===== config.mk =====
export PLATFORM = sky130hd
export DESIGN_NAME = audio_i2s_rx_flat
export DESIGN_NICKNAME = d
export VERILOG_FILES = /design/src/rtl/audio_i2s_rx_if.sv /design/src/rtl/audio_i2s_rx.sv /design/src/flat_wrapper.sv
export SDC_FILE = /design/constraint.sdc
export NUM_CORES = 1
export LEC_CHECK = 0
export ABC_AREA = 1
export ABC_CLOCK_PERIOD_IN_PS = 2420
export CORE_MARGIN = 1.5
export CORE_UTILIZATION = 35
export DETAILED_ROUTE_END_ITERATION = 8
export PLACE_DENSITY = 0.58
export SYNTH_ARGS = -nofsm -noshare
export SYNTH_HDL_FRONTEND = slang
export SYNTH_SLANG_ARGS = --single-unit

===== constraint.sdc =====
create_clock -name Clk -period 2.42 [get_ports Clk]
set_input_delay 0.726 -clock Clk [delete_from_list [all_inputs] [get_ports Clk]]
set_output_delay 0.726 -clock Clk [all_outputs]
set_load 0.02 [all_outputs]

===== src/rtl/audio_i2s_rx_if.sv =====
// Codec-side pins and parallel sample outputs of the I2S receiver.
// Combinational bundle, no latency of its own.
// No backpressure: samples are strobed out, the consumer must take them on Sample_valid.
interface audio_i2s_rx_if #(
  parameter int DATA_W = 16
);
  logic              AUD_BCLK;
  logic              AUD_ADCLRCK;
  logic              AUD_ADCDAT;
  logic [DATA_W-1:0] Left_out;
  logic [DATA_W-1:0] Right_out;
  logic              Sample_valid;
  logic              Frame_err;

  // Receiver side: takes codec pins, drives samples.
  modport master (
    input  AUD_BCLK, AUD_ADCLRCK, AUD_ADCDAT,
    output Left_out, Right_out, Sample_valid, Frame_err
  );

  // Codec/consumer side: drives codec pins, takes samples.
  modport slave (
    output AUD_BCLK, AUD_ADCLRCK, AUD_ADCDAT,
    input  Left_out, Right_out, Sample_valid, Frame_err
  );
endinterface


===== src/rtl/audio_i2s_rx.sv =====
// I2S ADC receiver: synchronises BCLK/LRCLK/DAT, deserialises MSB-first 16-bit left/right words.
// Latency: pin edge to internal strobe SYNC_STAGES+1 Clk; Sample_valid one Clk after the last right bit strobe.
// No backpressure: outputs hold until the next complete frame. AUDIO_I2S_RX_LJ_EN selects left-justified format.
module audio_i2s_rx #(
  parameter int DATA_W      = 16,
  parameter int SYNC_STAGES = 2
) (
  input  logic           Clk,
  input  logic           Reset_n,
  audio_i2s_rx_if.master aud
);

  localparam int CNT_W = $clog2(DATA_W + 1);

  typedef enum logic [1:0] {
    IDLE  = 2'd0,
    DELAY = 2'd1,
    SHIFT = 2'd2,
    HOLD  = 2'd3
  } state_t;

  logic [SYNC_STAGES-1:0] bclk_sync;
  logic [SYNC_STAGES-1:0] lrck_sync;
  logic [SYNC_STAGES-1:0] dat_sync;
  logic                   bclk_s;
  logic                   lrck_s;
  logic                   dat_s;

  logic                   bclk_q;
  logic                   lrck_q;
  logic                   dat_q;
  logic                   bclk_rise;
  logic                   lr_edge;
  logic                   lr_now;
  logic                   lr_fall;

  state_t                 state;
  state_t                 restart_state;
  logic                   chan;
  logic [CNT_W-1:0]       cnt;
  logic [DATA_W-2:0]      shreg;
  logic [DATA_W-1:0]      word_next;
  logic [DATA_W-1:0]      left_hold;
  logic                   left_vld;

  // Equal-depth synchronisers keep DAT aligned with the BCLK it belongs to.
  always_ff @(posedge Clk or negedge Reset_n) begin
    if (!Reset_n) begin
      bclk_sync <= '0;
      lrck_sync <= '0;
      dat_sync  <= '0;
    end else begin
      bclk_sync <= {bclk_sync[SYNC_STAGES-2:0], aud.AUD_BCLK};
      lrck_sync <= {lrck_sync[SYNC_STAGES-2:0], aud.AUD_ADCLRCK};
      dat_sync  <= {dat_sync[SYNC_STAGES-2:0], aud.AUD_ADCDAT};
    end
  end

  assign bclk_s = bclk_sync[SYNC_STAGES-1];
  assign lrck_s = lrck_sync[SYNC_STAGES-1];
  assign dat_s  = dat_sync[SYNC_STAGES-1];

  // Edge register plus registered strobes; DAT gets the same extra flop so it lines up with bclk_rise.
  always_ff @(posedge Clk or negedge Reset_n) begin
    if (!Reset_n) begin
      bclk_q    <= 1'b0;
      lrck_q    <= 1'b0;
      dat_q     <= 1'b0;
      bclk_rise <= 1'b0;
      lr_edge   <= 1'b0;
      lr_now    <= 1'b0;
    end else begin
      bclk_q    <= bclk_s;
      lrck_q    <= lrck_s;
      dat_q     <= dat_s;
      bclk_rise <= bclk_s & ~bclk_q;
      lr_edge   <= lrck_s ^ lrck_q;
      lr_now    <= lrck_s;
    end
  end

  assign lr_fall   = lr_edge & ~lr_now;
  assign word_next = {shreg, dat_q};

`ifdef AUDIO_I2S_RX_LJ_EN
  // Left-justified: MSB arrives on the first BCLK rise after the word-select edge.
  assign restart_state = SHIFT;
`else
  // I2S: one BCLK of delay; a rise coincident with the edge is that delay bit.
  assign restart_state = bclk_rise ? SHIFT : DELAY;
`endif

  // Frame FSM with shift register, left holding register and registered outputs.
  always_ff @(posedge Clk or negedge Reset_n) begin
    if (!Reset_n) begin
      state            <= IDLE;
      chan             <= 1'b0;
      cnt              <= '0;
      shreg            <= '0;
      left_hold        <= '0;
      left_vld         <= 1'b0;
      aud.Left_out     <= '0;
      aud.Right_out    <= '0;
      aud.Sample_valid <= 1'b0;
      aud.Frame_err    <= 1'b0;
    end else begin
      aud.Sample_valid <= 1'b0;
      aud.Frame_err    <= 1'b0;
      if (state == IDLE) begin
        // Only a falling word-select edge (start of left) can start a frame.
        if (lr_fall) begin
          state    <= restart_state;
          chan     <= 1'b0;
          cnt      <= '0;
          left_vld <= 1'b0;
        end
      end else if (lr_edge) begin
        // New half-frame; a word still in progress is discarded and flagged.
        if (state != HOLD) begin
          aud.Frame_err <= 1'b1;
        end
        state <= restart_state;
        chan  <= lr_now;
        cnt   <= '0;
        if (!lr_now) begin
          left_vld <= 1'b0;
        end
      end else if (bclk_rise) begin
        case (state)
          DELAY: state <= SHIFT;
          SHIFT: begin
            shreg <= word_next[DATA_W-2:0];
            cnt   <= cnt + 1'b1;
            if (cnt == CNT_W'(DATA_W - 1)) begin
              state <= HOLD;
              if (!chan) begin
                left_hold <= word_next;
                left_vld  <= 1'b1;
              end else if (left_vld) begin
                aud.Left_out     <= left_hold;
                aud.Right_out    <= word_next;
                aud.Sample_valid <= 1'b1;
                left_vld         <= 1'b0;
              end
            end
          end
          default: state <= state;
        endcase
      end
    end
  end

endmodule

===== src/flat_wrapper.sv =====
// flat-port wrapper written by rule: the top's interface ports become plain ports
module audio_i2s_rx_flat 
#(
  parameter int DATA_W      = 16,
  parameter int SYNC_STAGES = 2
)
  (Clk, Reset_n, aud_AUD_BCLK, aud_AUD_ADCLRCK, aud_AUD_ADCDAT, aud_Left_out, aud_Right_out, aud_Sample_valid, aud_Frame_err);
  audio_i2s_rx_if #(.DATA_W(DATA_W)) aud_i ();
  input  logic Clk;
  input  logic Reset_n;
  input wire logic [$bits(aud_i.AUD_BCLK)-1:0] aud_AUD_BCLK;
  input wire logic [$bits(aud_i.AUD_ADCLRCK)-1:0] aud_AUD_ADCLRCK;
  input wire logic [$bits(aud_i.AUD_ADCDAT)-1:0] aud_AUD_ADCDAT;
  output wire logic [$bits(aud_i.Left_out)-1:0] aud_Left_out;
  output wire logic [$bits(aud_i.Right_out)-1:0] aud_Right_out;
  output wire logic [$bits(aud_i.Sample_valid)-1:0] aud_Sample_valid;
  output wire logic [$bits(aud_i.Frame_err)-1:0] aud_Frame_err;
  assign aud_i.AUD_BCLK = aud_AUD_BCLK;
  assign aud_i.AUD_ADCLRCK = aud_AUD_ADCLRCK;
  assign aud_i.AUD_ADCDAT = aud_AUD_ADCDAT;
  assign aud_Left_out = aud_i.Left_out;
  assign aud_Right_out = aud_i.Right_out;
  assign aud_Sample_valid = aud_i.Sample_valid;
  assign aud_Frame_err = aud_i.Frame_err;
  audio_i2s_rx #(.DATA_W(DATA_W), .SYNC_STAGES(SYNC_STAGES)) u_core (.Clk(Clk), .Reset_n(Reset_n), .aud(aud_i));
endmodule

==> results of run 1 <==
[worst paths after layout]
kind                                                     from  slack [ns]                              endpoint
setup / recovery           u_core.aud.Left_out[2]$_DFFE_PN0P_        0.33                       aud_Left_out[2]
hold / removal                  u_core.bclk_sync[0]$_DFF_PN0_        0.35         u_core.bclk_sync[1]$_DFF_PN0_
setup reg to reg                    u_core.cnt[0]$_DFFE_PN0P_        0.43  u_core.aud.Right_out[15]$_DFFE_PN0P_
hold reg to reg                 u_core.bclk_sync[0]$_DFF_PN0_        0.35         u_core.bclk_sync[1]$_DFF_PN0_
max in group asynchronous                             Reset_n        1.45   u_core.aud.Right_out[3]$_DFFE_PN0P_
min in group asynchronous                             Reset_n        0.36    u_core.aud.Left_out[9]$_DFFE_PN0P_
[logic make-up (layout without fill, tap and decap cells)]
group / count (synthesis) / in the layout
simple gates: 143 / 143
flops: 85 / 85
compound gates: 57 / 57
buf+inv: 46 / 93
fa+ha+maj: 6 / 6
xor+xnor: 1 / 1
mux: 1 / 1
[placed cells by master (no fill, tap or decap)]
| master | netlist | routed |
|---|---|---|
| a21oi_1 | 1 | 1 |
| buf_12 | 0 | 2 |
| buf_4 | 1 | 5 |
| clkbuf_8 | 0 | 10 |
| clkdlybuf4s50_1 | 0 | 37 |
| clkinv_2 | 1 | 2 |
| clkinv_4 | 0 | 2 |
| clkinvlp_4 | 0 | 2 |
| dfrtp_1 | 85 | 85 |
| ha_1 | 6 | 6 |
| inv_1 | 29 | 29 |
| inv_2 | 3 | 3 |
| inv_6 | 0 | 1 |
| mux2i_1 | 1 | 1 |
| nand2_1 | 118 | 118 |
| nand2_2 | 2 | 2 |
| nand3_1 | 5 | 5 |
| nand4_1 | 4 | 4 |
| nor2_1 | 9 | 9 |
| nor3_1 | 3 | 3 |
| nor3_4 | 1 | 1 |
| o21ai_0 | 51 | 51 |
| o21ai_2 | 4 | 4 |
| o22ai_1 | 1 | 1 |
| or2_2 | 1 | 1 |
| xor2_1 | 1 | 1 |
[flip-flops by register name, summed over array words and instances (netlist names)]
register	cells
u_core.bclk_sync	2
u_core.cnt	5
u_core.dat_q	1
u_core.left_vld	1
u_core.lrck_sync	2
u_core.aud.Left_out	16
u_core.shreg	15
u_core.left_hold	16
u_core.lrck_q	1
u_core.aud.Sample_valid	1
u_core.aud.Frame_err	1
u_core.dat_sync	2
u_core.bclk_q	1
u_core.state	2
u_core.aud.Right_out	16
u_core.chan	1
u_core.lr_edge	1
u_core.bclk_rise	1
[cell type report]
cell class / instances / area share
Clock buffer: 10 / 0.03445
Timing Repair Buffer: 44 / 0.1121
Clock inverter: 6 / 0.01159
Tap cell: 111 / 0.03476
Sequential cell: 85 / 0.5324
Inverter: 33 / 0.03132
Multi-Input combinational cell: 208 / 0.2433
[per-stage QoR]
| stage | std cells | area [µm²] | hold slack, ns |
|---|---|---|---|
| CTS | 497 | 3995 | 0.3538 |
| detailed placement | 481 | 3811 | 0.3347 |
| global placement | 481 | 3811 | 0.3320 |
| floorplan | 339 | 3311 | 0.3312 |
| global route | 497 | 3995 | 0.3694 |
| finish | 497 | 3995 | 0.3511 |
[power by group]
part | internal [W] | switching, W
Sequential | 0.00149 | 0.0000527
Combinational | 0.000119 | 0.000242
Clock | 0.000406 | 0.000514
Total | 0.00201 | 0.000809
[metal layers]
layer	global-route usage	share of wire	wire, µm	vias to the layer above
met4	0.07476	0.022	133	0
met2	0.2041	0.45	2711	43
met5	0	0	0	-
met1	0.1780	0.50	2976	1065
li1	-	-	-	1150
met3	0.02577	0.031	187	11
==> results_dict.tcl, run 1 <==
set metrics [dict create \
    cts_made_buffers 9 \
    synthMuxAreaShare 0.003023 \
    wirelength_um 6009 \
    start_util 0.3600 \
    cts_num_sinks 85 \
    p_leak_nw 1.906 \
    die_y_um 100.3 \
    dp_worst_setup_slack_ns 0.4106 \
    cts_tree "done" \
    ys.flop_type "dfrtp_1" \
    synth-edff-count 0 \
    port_buffers 38 \
    synth-seq-area-share 0.6425 \
    dieWidth_um 100.3 \
    critical_path_required_ns 1.69 \
    critPathMaxStageDelay_ns 0.62 \
    drv_slew 0 \
    clkTransAtPathRegs_ns 0.08 \
    cts_resized 0 \
    synthAdderAreaFrac 0.02268 \
    final_nets 392 \
    max_freq_mhz 479.2 \
    overflow 0 \
    syn-num-nets 350 \
    synth.most_common_cell "nand2_1" \
    setup-tns-final_ns 0 \
    post_cts_buffers 0 \
    drtAntennaViolNets 0 \
    drt_first_pass_iters 6 \
    insertion_delay_ns 0.36 \
    outcome "completed" \
    wl_per_cell_um 12.09 \
    yosysTopAreaCellShare 0.6425 \
    synth_top_area_cell "dfrtp_1" \
    arrival_ns 1.36 \
    crit_fanout 2 \
    drc 0 \
    fill_cells 928 \
    cp_top_family "buffers and inverters" \
    synth_compound_area_frac 0.09108 \
    crit_cells 1 \
    setup_ws_ns 0.3332 \
    grt_usage 0.1331 \
    worst_setup_path_start_kind "flip-flop" \
    cts_root_buffer "clkbuf_8" \
    r2r.worst_path.cells 10 \
    cts_hold_buf 0 \
    finalCritPeriodShare 0.8623 \
    multi_input_area_um2 972.2 \
    cap_violations 0 \
    final_core_util 0.4344 \
    path_cells "clkdlybuf4s50_1" \
    finalHoldViolCount 0 \
    diodes 0 \
    drt-vias-per-instance 4.565 \
    fin_skew_ns 0.01168 \
    setup_violations 0 \
    place.gp.congestion 0.7912 \
    worstSetupPathType "reg2out" \
    synth-simple-area-share 0.1742 \
    synth-seq-cells 85 \
    synthToLayoutAreaGrowth_pct 20.67 \
    peakVddDrop_uv 328.0 \
    slew_headroom 0.6022 \
    dieArea_um2 10050 \
    antenna_found_initial 0 \
    hpwl_um 4077 \
    num_vias 2269 \
    slowest_stage "clkdlybuf4s50_1" \
    fp.coreArea_um2 9196 \
    pin_count 39 \
    drive_gt1_frac 0.09067 \
    netlist_top_cells_count "nand2_1, dfrtp_1, o21ai_0" \
    synth_top_family_by_area "simple AND/OR/NAND/NOR gates" \
    grt_max_degree 47 \
    grt_pass1_vias 2203 \
    power_w 0.002820 \
    syn_inst 339 \
    rsz0062_at_grt "false" \
    grt_pass1_wl_um 10290 \
    yosysWarnings 0 \
    drtIter0Drc 134 \
    power_density_nw_per_um2 705.8 \
    clock_path_buffers 2 \
    syn_area_um2 3311 \
    synthDistinctLibCells 23 \
    syn_area_per_cell_um2 9.766 \
    setup.worst_path.end_class "primary output" \
    holdPathStages 0 \
    ys_async_sr_fraction 1.000 \
    finalCriticalPeriod_ns 2.087 \
    path_buf_inv 1 \
    worst_pin_slew_ns 0.5967 \
    rows 35 \
    hold_class "reg2reg" \
    regArea_um2 2127 \
    synth_top_cells_by_area "dfrtp_1, nand2_1, o21ai_0" \
    cts_max_level 3 \
    synth-xor-area-share 0.002646 \
]
Power figures use the tool's default switching activity.
==> run 2: changes to the inputs <==
Settings changed: CAP_MARGIN set to 30, REMOVE_ABC_BUFFERS set to 1.
==> results_dict.tcl, run 2 (synthesis results as in run 1) <==
set metrics [dict create \
    drt-vias-per-instance 4.581 \
    diodes 0 \
    final_nets 392 \
    placed_cells 481 \
    wirelength_um 6067 \
    top_regs "u_core.aud.Left_out (16), u_core.aud.Right_out (16), u_core.left_hold (16)" \
    final_cell_count_no_fill 496 \
    cts_made_buffers 9 \
    finalCriticalPeriod_ns 2.073 \
    arrival_ns 1.35 \
    place.gp.congestion 0.8278 \
    setup-tns-final_ns 0 \
    grt_max_degree 44 \
    setup.worst_path.end_class "primary output" \
    setup_violations 0 \
    drc 0 \
    port_buffers 38 \
    rows 35 \
    drt_first_pass_iters 4 \
    rsz0062_at_grt "false" \
    multi_input_area_um2 972.2 \
    peakVddDrop_uv 287.3 \
    finalHoldViolCount 0 \
    grt_pass1_vias 2193 \
    cts_resized 0 \
    worst_pin_slew_ns 0.3638 \
    path_cells "clkdlybuf4s50_1" \
    cts_num_sinks 85 \
    regArea_um2 2127 \
    cp_top_family "buffers and inverters" \
    overflow 0 \
    fp.coreArea_um2 9196 \
    cts_tree "done" \
    synthToLayoutAreaGrowth_pct 20.98 \
    grt_usage 0.1351 \
    outcome "completed" \
    clock_path_buffers 2 \
    dieWidth_um 100.3 \
    die_y_um 100.3 \
    dieArea_um2 10050 \
    crit_fanout 2 \
    insertion_delay_ns 0.35 \
    wl_per_cell_um 12.23 \
    grt_pass1_wl_um 10480 \
    p_leak_nw 1.905 \
    cts_hold_buf 0 \
    power_density_nw_per_um2 722.7 \
    final_common_cell "nand2_1" \
    finalCritPeriodShare 0.8568 \
    worst_setup_path_start_kind "flip-flop" \
    worstSetupPathType "reg2out" \
    cts_max_level 3 \
    slowest_stage "clkdlybuf4s50_1" \
    drtAntennaViolNets 0 \
    fill_cells 901 \
    fin_skew_ns 0.01411 \
    pin_count 39 \
    critPathMaxStageDelay_ns 0.61 \
    max_freq_mhz 482.3 \
    post_cts_buffers 0 \
    critical_path_required_ns 1.69 \
    num_vias 2272 \
    slew_headroom 0.7568 \
    clkTransAtPathRegs_ns 0.09 \
    final_cell_mix "nand2_1, dfrtp_1, o21ai_0" \
    cts_root_buffer "clkbuf_8" \
    drv_slew 0 \
    start_util 0.3600 \
    drtIter0Drc 122 \
    path_buf_inv 1 \
    drive_gt1_frac 0.08831 \
    hold_class "in2async" \
    antenna_found_initial 0 \
    cap_violations 0 \
    hpwl_um 4099 \
]
## run 2: worst paths after layout
check | startpoint | to | slack [ns] | depth (start not counted)
setup / recovery | u_core.aud.Right_out[8]$_DFFE_PN0P_ | aud_Right_out[8] | 0.35 | 1
hold / removal | Reset_n | u_core.aud.Left_out[12]$_DFFE_PN0P_ | 0.23 | 1
setup reg to reg | u_core.cnt[0]$_DFFE_PN0P_ | u_core.left_hold[9]$_DFFE_PN0P_ | 0.45 | 8
hold reg to reg | u_core.dat_sync[1]$_DFF_PN0_ | u_core.dat_q$_DFF_PN0_ | 0.36 | 0
max in group asynchronous | Reset_n | u_core.chan$_DFFE_PN0P_ | 1.57 | 2
min in group Clk | u_core.dat_sync[1]$_DFF_PN0_ | u_core.dat_q$_DFF_PN0_ | 0.36 | 0
## run 2: layout make-up
class | instances | area share
Inverter | 33 | 0.03124
Timing Repair Buffer | 44 | 0.1118
Multi-Input combinational cell | 208 | 0.2427
Clock buffer | 9 | 0.03093
Sequential cell | 85 | 0.5311
Tap cell | 111 | 0.03468
Clock inverter | 6 | 0.01749
## run 2: through the flow
stage          cell area [µm²]  setup WS (ns)  total power, W  hold WS [ns]    util
6_report                  4005         0.3466        0.002894        0.2341  0.4355
5_1_grt                   4005         0.2298        0.003052        0.2327  0.4355
4_1_cts                   4005         0.3151        0.002934        0.2282  0.4355
3_5_place_dp              3811         0.4450        0.001935        0.3365  0.4144
3_3_place_gp              3811         0.5363        0.001933        0.3384  0.4144
2_1_floorplan             3224       -0.06067        0.001804        0.3312       -
## run 2: routing by layer
layer / GRT usage / share of wire / up-vias
li1: - / - / 1145
met1: 0.1779 / 0.49 / 1087
met2: 0.2114 / 0.46 / 31
met3: 0.03552 / 0.029 / 9
met4: 0.05850 / 0.017 / 0
met5: 0 / 0 / -
## run 2: report_power, final
part	switching (W)	total (W)	internal, W
clock network	0.000511	0.000989	0.000478
registers	0.0000564	0.00154	0.00149
logic	0.000244	0.000363	0.000119
==> run 3: changes to the inputs <==
Settings changed: CTS_BUF_LIST set to sky130_fd_sc_hd__clkbuf_16.
==> results_dict.tcl, run 3 (synthesis results as in run 1) <==
set metrics [dict create \
    max_freq_mhz 489.0 \
    insertion_delay_ns 0.33 \
    clock_path_buffers 2 \
    setup_ws_ns 0.3749 \
    dieArea_um2 10050 \
    grt_max_degree 44 \
    fp.coreArea_um2 9196 \
    path_buf_inv 1 \
    power_density_nw_per_um2 793.7 \
    final_core_util 0.4465 \
    drt-vias-per-instance 4.593 \
    final_nets 392 \
    outcome "completed" \
    cp_top_family "buffers and inverters" \
    drive_gt1_frac 0.08831 \
    finalCriticalPeriod_ns 2.045 \
    setup_violations 0 \
    pin_count 39 \
    worst_pin_slew_ns 0.3598 \
    die_y_um 100.3 \
    slowest_stage "clkdlybuf4s50_1" \
    drt_first_pass_iters 4 \
    path_cells "clkdlybuf4s50_1" \
    finalCritPeriodShare 0.8451 \
    synthToLayoutAreaGrowth_pct 24.04 \
    fin_skew_ns 0.009759 \
    drv_slew 0 \
    dieWidth_um 100.3 \
    finalHoldViolCount 0 \
    antenna_found_initial 0 \
    p_sw_w 0.0008511 \
    rows 35 \
    grt_pass1_wl_um 10560 \
    clkTransAtPathRegs_ns 0.07 \
    cts_tree "done" \
    p_int_w 0.002408 \
    cts_hold_buf 0 \
    post_cts_buffers 0 \
    cts_resized 0 \
    p_leak_nw 1.951 \
    port_buffers 38 \
    wirelength_um 6078 \
    top_regs "u_core.aud.Left_out (16), u_core.aud.Right_out (16), u_core.left_hold (16)" \
    worstSetupPathType "reg2out" \
    wl_per_cell_um 12.25 \
    power_frac_seq 0.474 \
    crit_fanout 2 \
    drtIter0Drc 143 \
    clkPwrFrac 0.416 \
    drtAntennaViolNets 0 \
    grt_pass1_vias 2210 \
    hpwl_um 4099 \
    p_sw_frac 0.2612 \
    critPathMaxStageDelay_ns 0.61 \
    combPwrFrac 0.110 \
    final_cell_mix "nand2_1, dfrtp_1, o21ai_0" \
    grt_usage 0.1356 \
    num_vias 2278 \
    arrival_ns 1.32 \
    cts_made_buffers 9 \
    start_util 0.3600 \
    peakVddDrop_uv 354.7 \
    diodes 0 \
    slew_headroom 0.7595 \
    cts_num_sinks 85 \
    cts_root_buffer "clkbuf_16" \
    overflow 0 \
    final_common_cell "nand2_1" \
    setup.worst_path.end_class "primary output" \
    critical_path_required_ns 1.69 \
    drc 0 \
    place.gp.congestion 0.8278 \
    cts_max_level 3 \
    hold_class "in2async" \
    cap_violations 0 \
    rsz0062_at_grt "false" \
    worst_setup_path_start_kind "flip-flop" \
    dp_worst_setup_slack_ns 0.4450 \
]
run 3: final cells by class:
cell class	count	area (µm²)
multi-input combinational	208	972.2
tap	111	138.9
inverter	33	125.1
clock inverter	6	70.07
clock buffer	9	225.2
sequential	85	2127
fill	885	5090
timing repair buffer	44	447.9
run 3: power by group through the flow:
stage | registers (W) | logic (W) | clock network (W)
floorplan | 0.00156 | 0.000239 | 0
global placement | 0.00157 | 0.000367 | 0
detailed placement | 0.00157 | 0.000364 | 0
CTS | 0.00154 | 0.000366 | 0.00139
global route | 0.00155 | 0.000412 | 0.00145
finish | 0.00155 | 0.000359 | 0.00135
run 3: final timing paths:
| kind | end | depth (start not counted) | slack [ns] | startpoint |
|---|---|---|---|---|
| worst max register to register | u_core.left_hold[1]$_DFFE_PN0P_ | 8 | 0.44 | u_core.cnt[0]$_DFFE_PN0P_ |
| max in group asynchronous | u_core.lrck_sync[0]$_DFF_PN0_ | 2 | 1.55 | Reset_n |
| worst max-delay path | aud_Right_out[8] | 1 | 0.37 | u_core.aud.Right_out[8]$_DFFE_PN0P_ |
| min in group Clk | u_core.dat_q$_DFF_PN0_ | 0 | 0.35 | u_core.dat_sync[1]$_DFF_PN0_ |
| worst min register to register | u_core.dat_q$_DFF_PN0_ | 0 | 0.35 | u_core.dat_sync[1]$_DFF_PN0_ |
| worst min-delay path | u_core.aud.Left_out[12]$_DFFE_PN0P_ | 1 | 0.26 | Reset_n |
run 3: stage by stage:
stage          setup TNS [ns]  hold WS, ns  area, µm²  power [W]  std cells
2_1_floorplan         -0.9708       0.3312       3224   0.001804        326
3_3_place_gp                0       0.3384       3811   0.001933        481
3_5_place_dp                0       0.3365       3811   0.001935        481
4_1_cts                     0       0.2662       4106   0.003297        496
5_1_grt                     0       0.2759       4106   0.003414        496
6_report                    0       0.2639       4106   0.003259        496
run 3: per-layer routing:
metal  track usage  wire length (µm)
met1        0.1792              2958
met5             0                 0
met4       0.05850                90
met3       0.03134               182
met2        0.2145              2847
